**src/rtl/player_bullet.sv**
```systemverilog
// -----------------------------------------------------------------------------
// player_bullet
//   Owns the player's single laser shot: launch from the gun, upward flight one
//   step per frame, hit or miss, then a short cooldown before the gun re-arms.
//   The bullet box is exclusive on all four sides, so a parked box (all zero)
//   draws nothing.
//
// Ports
//   clk_i          pixel clock
//   reset_i        asynchronous, active-high reset
//   frame_i        one-cycle strobe, once per frame
//   shoot_i        synchronized shoot button level
//   enable_i       player alive; low forbids firing and cancels a flight
//   gun_left_i     exclusive left bound of the gun
//   gun_right_i    exclusive right bound of the gun
//   hit_enemy_i    bullet overlapped an enemy this cycle
//   bullet_o       bullet in flight (state is FLYING)
//   bullet_*_o     registered exclusive bullet box bounds
//   pres_state_o   registered state (debug)
//   next_state_o   combinational next state (debug)
//
// Build option
//   PLAYER_BULLET_AUTOFIRE_EN : when defined, the shoot level (not a rising
//   edge) is the fire condition in IDLE, so holding the button relaunches on
//   the first frame after every re-arm.
// -----------------------------------------------------------------------------
module player_bullet #(
  parameter int WIDTH_P           = 2,
  parameter int HEIGHT_P          = 10,
  parameter int START_BOT_P       = 430,
  parameter int SPEED_P           = 4,
  parameter int TOP_LIMIT_P       = 0,
  parameter int COOLDOWN_FRAMES_P = 8
) (
  input  logic       clk_i,
  input  logic       reset_i,
  input  logic       frame_i,
  input  logic       shoot_i,
  input  logic       enable_i,
  input  logic [9:0] gun_left_i,
  input  logic [9:0] gun_right_i,
  input  logic       hit_enemy_i,
  output logic       bullet_o,
  output logic [9:0] bullet_left_o,
  output logic [9:0] bullet_right_o,
  output logic [9:0] bullet_top_o,
  output logic [9:0] bullet_bot_o,
  output logic [1:0] pres_state_o,
  output logic [1:0] next_state_o
);

  localparam logic [1:0]  IDLE      = 2'd0;
  localparam logic [1:0]  FLYING    = 2'd1;
  localparam logic [1:0]  COOLDOWN  = 2'd2;

  localparam logic [9:0]  WIDTH_L     = 10'(WIDTH_P);
  localparam logic [9:0]  START_BOT_L = 10'(START_BOT_P);
  localparam logic [9:0]  START_TOP_L = 10'(START_BOT_P - HEIGHT_P - 1);
  localparam logic [9:0]  SPEED_L     = 10'(SPEED_P);
  // 11 bits so the miss threshold itself cannot wrap.
  localparam logic [10:0] MISS_L      = 11'(TOP_LIMIT_P + SPEED_P);
  localparam logic [7:0]  COOL_L      = 8'(COOLDOWN_FRAMES_P);

  logic [1:0]  state_q, state_d;
  logic        fire_req_q, fire_req_d;
  logic        shoot_prev_q;
  logic [7:0]  cnt_q, cnt_d;
  logic [9:0]  left_q, left_d;
  logic [9:0]  right_q, right_d;
  logic [9:0]  top_q, top_d;
  logic [9:0]  bot_q, bot_d;

  logic        fire_now;
  logic [10:0] gun_sum;
  logic [9:0]  center;

`ifdef PLAYER_BULLET_AUTOFIRE_EN
  assign fire_now = enable_i & shoot_i;
`else
  assign fire_now = enable_i & shoot_i & ~shoot_prev_q;
`endif

  // Full 11-bit sum so a gun near the right edge cannot wrap the center.
  assign gun_sum = {1'b0, gun_left_i} + {1'b0, gun_right_i};
  assign center  = 10'(gun_sum >> 1);

  // State register
  always_ff @(posedge clk_i or posedge reset_i) begin
    if (reset_i) begin
      state_q <= IDLE;
    end else begin
      state_q <= state_d;
    end
  end

  // Next-state and datapath next values
  always_comb begin
    state_d    = state_q;
    fire_req_d = fire_req_q;
    cnt_d      = cnt_q;
    left_d     = left_q;
    right_d    = right_q;
    top_d      = top_q;
    bot_d      = bot_q;

    case (state_q)
      IDLE: begin
        if (frame_i && enable_i && (fire_req_q || fire_now)) begin
          state_d    = FLYING;
          fire_req_d = 1'b0;
          left_d     = center - 10'd1;
          right_d    = center + WIDTH_L;
          top_d      = START_TOP_L;
          bot_d      = START_BOT_L;
        end else if (fire_now) begin
          fire_req_d = 1'b1;
        end
      end
      FLYING: begin
        fire_req_d = 1'b0;
        if (!enable_i) begin
          state_d = IDLE;
        end else if (hit_enemy_i) begin
          // A hit wins over a same-cycle frame move.
          state_d = COOLDOWN;
          cnt_d   = COOL_L;
        end else if (frame_i) begin
          if ({1'b0, top_q} < MISS_L) begin
            state_d = COOLDOWN;
            cnt_d   = COOL_L;
          end else begin
            top_d = top_q - SPEED_L;
            bot_d = bot_q - SPEED_L;
          end
        end
      end
      COOLDOWN: begin
        fire_req_d = 1'b0;
        if (!enable_i) begin
          state_d = IDLE;
        end else if (frame_i) begin
          if (cnt_q <= 8'd1) begin
            state_d = IDLE;
            cnt_d   = 8'd0;
          end else begin
            cnt_d = cnt_q - 8'd1;
          end
        end
      end
      default: begin
        state_d    = IDLE;
        fire_req_d = 1'b0;
      end
    endcase

    // Any cycle that ends outside FLYING parks the box at zero.
    if (state_d != FLYING) begin
      left_d  = 10'd0;
      right_d = 10'd0;
      top_d   = 10'd0;
      bot_d   = 10'd0;
    end
  end

  // Datapath registers
  always_ff @(posedge clk_i or posedge reset_i) begin
    if (reset_i) begin
      fire_req_q   <= 1'b0;
      shoot_prev_q <= 1'b0;
      cnt_q        <= 8'd0;
      left_q       <= 10'd0;
      right_q      <= 10'd0;
      top_q        <= 10'd0;
      bot_q        <= 10'd0;
    end else begin
      fire_req_q   <= fire_req_d;
      shoot_prev_q <= shoot_i;
      cnt_q        <= cnt_d;
      left_q       <= left_d;
      right_q      <= right_d;
      top_q        <= top_d;
      bot_q        <= bot_d;
    end
  end

  // Outputs
  always_comb begin
    bullet_o       = (state_q == FLYING);
    bullet_left_o  = left_q;
    bullet_right_o = right_q;
    bullet_top_o   = top_q;
    bullet_bot_o   = bot_q;
    pres_state_o   = state_q;
    next_state_o   = state_d;
  end

endmodule

```
**config.mk**
```make
export PLATFORM = sky130hd
export DESIGN_NAME = player_bullet
export DESIGN_NICKNAME = d
export VERILOG_FILES = /design/src/rtl/player_bullet.sv
export SDC_FILE = /design/constraint.sdc
export NUM_CORES = 1
export LEC_CHECK = 0
export CORE_MARGIN = 1
export CORE_UTILIZATION = 30
export CTS_BUF_LIST = sky130_fd_sc_hd__clkbuf_4
export DETAILED_ROUTE_END_ITERATION = 7
export PLACE_DENSITY = 0.51
export SLEW_MARGIN = 20
export SYNTH_ARGS = -nofsm -noshare
export SYNTH_HDL_FRONTEND = slang
export SYNTH_SLANG_ARGS = --single-unit
```
**constraint.sdc**
```tcl
create_clock -name clk_i -period 3.3 [get_ports clk_i]
set_input_delay 0.495 -clock clk_i [delete_from_list [all_inputs] [get_ports clk_i]]
set_output_delay 0.495 -clock clk_i [all_outputs]
set_load 0.02 [all_outputs]
```
==> impl_metrics.py <==
metrics = {
    "hold_path": {
        "holdPathStages": 1,
        "min-delay-start": "cnt_q[7]",
        "hold_path_end": "cnt_q[7]",
        "hp-class": "register to register",
    },
    "synthesis": {
        "post_synth_num_cell_types": 60,
        "yosysWarningCount": 0,
        "async_flop_share_pct": 100,
        "syn_area_per_cell_um2": 8.86,
        "netlist_top_cells_count": "dfrtp_1, nor2_1, nand2_1, a21oi_1, inv_1",
        "yosysSeqAreaShare_pct": 36.9,
        "synth.most_common_cell": "dfrtp_1",
        "yosys.area_share.adder_pct": 8.51,
        "syn-cell-area_mm2": 0.00332,
        "syn_nets": 423,
        "synth_edf_count": 0,
        "netlist_instances": 375,
        "synth-simple-area-share_pct": 22.2,
        "synth_compound_area_share_pct": 21.9,
        "synth.area.top_cells": "dfrtp_1, ha_1, nor2_1, a21oi_1, nand2_1",
        "yosys.area.top_type": "dfrtp_1",
        "ys.flop_type": "dfrtp_1",
        "synth_top_area_share_pct": 36.9,
        "synthMuxAreaShare_pct": 0.301,
        "synth_seq_cells": 49,
        "synth_top_family_by_area": "simple AND/OR/NAND/NOR gates",
        "synth_xor_area_share_pct": 5.05,
    },
    "floorplan": {
        "coreArea_mm2": 0.0108,
        "die_area_mm2": 0.0115,
        "die_x_um": 107,
        "die_y_um": 107,
        "ios": 71,
        "rows": 38,
        "initial_core_util_pct": 30.8,
    },
    "clock_network": {
        "path_clk_slew_ps": 140,
        "clkSinkCount": 49,
        "cts_setup_buffers": 0,
        "clk-insertion-delay-late_ps": 380,
        "htreeDepth": 2,
        "cts_tree": "done",
        "clk_path_buf_depth": 2,
        "cts_root_buf": "clkbuf_4",
        "cts_inserted_buffers": 5,
    },
    "route": {
        "dr_wl_met2_um": 3700,
        "finalWirelength_um": 8180,
        "top_layer": "met4",
        "m1WireLength_um": 4030,
        "vias_per_cell": 4.97,
        "dr.pass1.iters": 6,
        "first_iter_violations": 143,
        "vias": 2967,
        "wire_per_inst_um": 13.7,
        "ant_nets": 0,
        "wl_met3_um": 363,
        "drc": 1,
    },
    "finish": {
        "layout.cells.non_filler": 597,
        "nets": 504,
        "n_antenna_cell": 0,
        "drive_gt1_share_pct": 10.5,
        "filler_cell_count": 1143,
        "area_growth_pct": 30.6,
    },
    "sta": {
        "hold_slack_ps": 502,
        "setup_violations": 0,
        "post-route-min-period_ps": 3110,
        "max-slew-margin-rel_pct": 42.1,
        "slew_viol_final": 0,
        "fin_crit_sh_pct": 94.3,
        "skew_ps": 9.10,
        "max_freq_mhz": 321,
        "rsz0062_at_grt": "false",
        "worst_pin_slew_ps": 869,
        "hold_viol_final": 0,
        "fin_tns_setup_ps": 0,
    },
    "placement": {
        "dp_hpwl_um": 6230,
        "dp_cells": 589,
        "portBuffers": 69,
        "place_congestion": 0.817,
    },
    "pwr": {
        "vdd_ir_drop_max_v": 0.000247,
        "power.density_mw_per_mm2": 659,
        "power.total_mw": 2.86,
        "sequentialPowerShare_pct": 30.1,
        "p_sw_mw": 1.31,
        "p_leak_nw": 1.79,
        "combPwrFrac_pct": 59.3,
        "intPower_mw": 1.55,
        "p_clk_share_pct": 10.6,
        "sw_frac_of_total_pct": 45.8,
    },
    "run": {
        "maxCapViolCount": 0,
    },
    "global_routing": {
        "grt_usage_pct": 15.0,
        "first_global_vias": 2870,
        "grt_max_degree": 50,
        "grt.overflow.total": 0,
        "antenna_found_initial": 0,
        "grt_pass1_wl_um": 13800,
    },
    "critical_path": {
        "timing.rr.start": "cnt_q[0]",
        "r2r.worst_path.cells": 10,
        "ff2ff_setup_slack_ps": 550,
        "startpoint_type": "register",
        "end_kind": "output pin",
        "reg2reg_to": "bullet_top_o[8]",
        "worst_ep_required_time_ps": 2800,
        "cp_data_arrival_time_ps": 2620,
        "critPathKind": "register to output pin",
        "crit_fanout": 6,
    },
    "outcome": {
        "violations": "design-rule violations",
        "status": "finished, violations left",
    },
}
-- cell usage in the layout (no fill, tap or decap), types with 3 or more instances in the layout --
cell and instances:
or2_2 3, nand3_1 9, buf_4 21, nand2b_1 8, inv_1 21, o31ai_1 5, clkbuf_4 7, nor4_1 5
a211oi_1 12, clkdlybuf4s50_1 67, nor4b_1 3, o211ai_1 5, nand2_1 35, xnor2_1 11, ha_1 20, or3_1 8
o21ai_0 18, a311oi_1 8, nor2_1 41, dfrtp_1 49, nand4_1 3, and3_1 3, o41ai_1 3, a21oi_1 28
xor2_1 5, a21o_1 3, nor3_1 9
-- critical path, cell delays in order (launching register included) --
cell and delay (ps):
dfrtp_1 470, inv_1 70, ha_1 200, or2_2 320
a41oi_1 270, o21ai_1 140, a2111oi_4 420, clkdlybuf4s15_1 360
-- state kept, by name, summed over array words and instances, names as in the netlist --
register,count
bullet_left_o,10
fire_req_q,1
bullet_right_o,10
cnt_q,8
bullet_bot_o,8
pres_state_o,2
shoot_prev_q,1
bullet_top_o,9
-- routing by layer --
layer	GRT usage (%)	vias to the layer above
met1	20.2	1377
met4	4.40	0
met3	2.00	5
met2	24.9	73
li1	-	1512
met5	0	-
-- final cells by class --
cell class,count,area [um2],area share (%)
repair buffers,90,851,19.6
flip-flops and latches,49,1230,28.2
clock inverters,1,7.51,0.173
inverters,22,83.8,1.93
clock buffers,7,52.6,1.21
well taps,140,175,4.03
multi-input cells,288,1950,44.8
-- power by group through the flow --
stage	Sequential (mW)	Clock (mW)	Combinational [mW]
2_1_floorplan	0.944	0	1.03
3_3_place_gp	0.870	0	1.67
3_5_place_dp	0.872	0	1.69
4_1_cts	0.859	0.316	1.69
5_1_grt	0.882	0.336	1.88
6_report	0.861	0.304	1.70
-- worst max path at each step --
| stage | from | end | slack (ps) | cells after the start |
|---|---|---|---|---|
| after floorplan | cnt_q[0] | bullet_top_o[2] | 550 | 10 |
| after global placement | gun_left_i[1] | bullet_left_o[9] | 90 | 12 |
| after detailed placement | gun_left_i[1] | bullet_left_o[9] | 20 | 10 |
| after CTS | cnt_q[0] | next_state_o[0] | 20 | 7 |
| after global routing | cnt_q[0] | next_state_o[1] | 20 | 7 |
| final | cnt_q[0] | next_state_o[1] | 190 | 7 |
-- stage by stage --
step,instance area [um2],worst slack [ps],utilization [%]
5_1_grt,4340,22.7,40.2
6_report,4340,186,40.2
4_1_cts,4320,24.0,40.0
3_3_place_gp,4260,94.8,39.5
3_5_place_dp,4260,18.0,39.5
2_1_floorplan,3320,554,-
-- cell families (layout without fill, tap and decap cells) --
logic type,after synthesis,after routing
flops,49,49
buf+inv,38,120
xor+xnor,17,17
mux,1,1
other cells,1,1
fa+ha+maj,22,22
compound gates,104,104
simple gates,143,143
-- timing repair --
item	4_1_cts	5_1_grt
hold buffers	0	0
pin swaps	0	0
setup endpoints to repair	1	2
resized for setup	1	4
No activity file was read; power rests on OpenSTA's default activity.
==> patch: new RTL, config.mk and constraints unchanged <==
Set the parameter `START_BOT_P` to 215 (it was 430).
--- a/src/rtl/player_bullet.sv
+++ b/src/rtl/player_bullet.sv
@@ -27,7 +27,7 @@
 module player_bullet #(
   parameter int WIDTH_P           = 2,
   parameter int HEIGHT_P          = 10,
-  parameter int START_BOT_P       = 430,
+  parameter int START_BOT_P       = 215,
   parameter int SPEED_P           = 4,
   parameter int TOP_LIMIT_P       = 0,
   parameter int COOLDOWN_FRAMES_P = 8
Behaviour: not the same (a bounded check fails within 4 cycles, from zero or initial values and one cycle with reset_i high).
==> patch against the original RTL <==
Maximum frequency up 2.8%; worst hold slack worse by 0.010 ns; routed wire length decreased by 2.7%; area after synthesis grew 0.94%; via count up 0.24%; highest routed layer unchanged; design area fell by 0.72%; sequential cell count stayed put; critical path depth stayed put; setup slack better by 0.084 ns; synthesized cell count is 2.4% higher; largest cell class unchanged; register-to-register slack worse by 0.15 ns.
Power is not compared: it rests on default switching activity, and its combinational part moved more than twofold at a synthesized area within 25%.
==> patch: results (changes against the original RTL) <==
ys_types: 66  # +10%
r2r_slack_ns: 0.40  # -0.15 ns
finClkSkew_ns: 0.007981  # -0.001118 ns
timing.rr.end: "bullet_right_o[8]"
hpwl_um: 6128  # -1.7%
netlist_top_cells_area: "dfrtp_1, ha_1, nor2_1, a211oi_1, nand2_1"
drt_pass1_iterations: 4  # -2
globalplace.congestion: 0.7856  # -3.8%
drive_above_1_share_pct: 8.972  # -1.5 points
grt_pass1_vias: 2829  # -1.4%
totalWireLength_um: 7958  # -2.7%
cp_max_fo: 7  # +1
pre_cts_ws_ns: 0.09276  # +0.07472 ns
vias: 2974  # +0.24%
worst_pin_slew_ns: 0.6227  # -0.2461 ns
portBuffers: 68  # -1.4%
timing.hold.ws_ns: 0.4915  # -0.01035 ns
reg2regPathDepth: 11  # +1
status: "completed"
arrival_ns: 2.53  # -0.09 ns
fmax_mhz: 330.1  # +2.8%
slowest_delay_ns: 0.49  # +0.02 ns
placedInstanceArea_sq_mm: 0.004230  # -0.76%
fillers: 1122  # -1.8%
grt_usage_pct: 14.66  # -0.29 points
==> patch: cell types whose count changed in the layout (fill, tap and decap cells not counted), sizes merged, moves of 3 or more <==
cell	delta
a211oi	+4
nand2	-6
buf	-3
o31ai	-3
nand3	-3
o21ai	-3
o221ai	+3
o211ai	-4
a21oi	-7
nand4	+3
nor2	+14
or3	-3
==> patch: area by class of cell <==
cell class,count,area (sq um),share of cell area [%]
clock inverter,2,33.78,0.7837
sequential,49,1226,28.45
inverter,20,75.07,1.742
tap,140,175.2,4.064
clock buffer,6,45.04,1.045
multi-input combinational,294,1946,45.14
timing repair buffer,86,809.5,18.78
==> patch: where the power goes <==
group	leakage (nW)	switching [W]	internal (W)
logic	1.01	0.000243	0.000194
clock network	0.0433	0.000184	0.000166
registers	0.679	0.0000160	0.000612
total	1.73	0.000443	0.000973
==> patch: timing repair <==
| action | CTS | global route |
|---|---|---|
| setup endpoints to repair | 2 | 2 |
| resized for setup | 2 | 5 |
| hold endpoints to repair | 0 | 0 |
==> patch: cell families (layout without fill, tap and decap cells) <==
| kind of cell | after synthesis | in the layout | synth area share [%] |
|---|---|---|---|
| flops | 49 | 49 | 36.55 |
| buf+inv | 42 | 114 | 5.781 |
| other cells | 1 | 2 | 0.1118 |
| fa+ha+maj | 22 | 22 | 8.430 |
| simple gates | 158 | 158 | 24.62 |
| compound gates | 92 | 92 | 19.25 |
| mux | 1 | 1 | 0.2984 |
| xor+xnor | 19 | 19 | 4.961 |
==> patch: per-layer routing <==
metal	GRT usage [%]	wire, um
met1	19.69	3746
met2	24.50	3807
met3	2.300	330
met4	3.523	73
met5	0	0
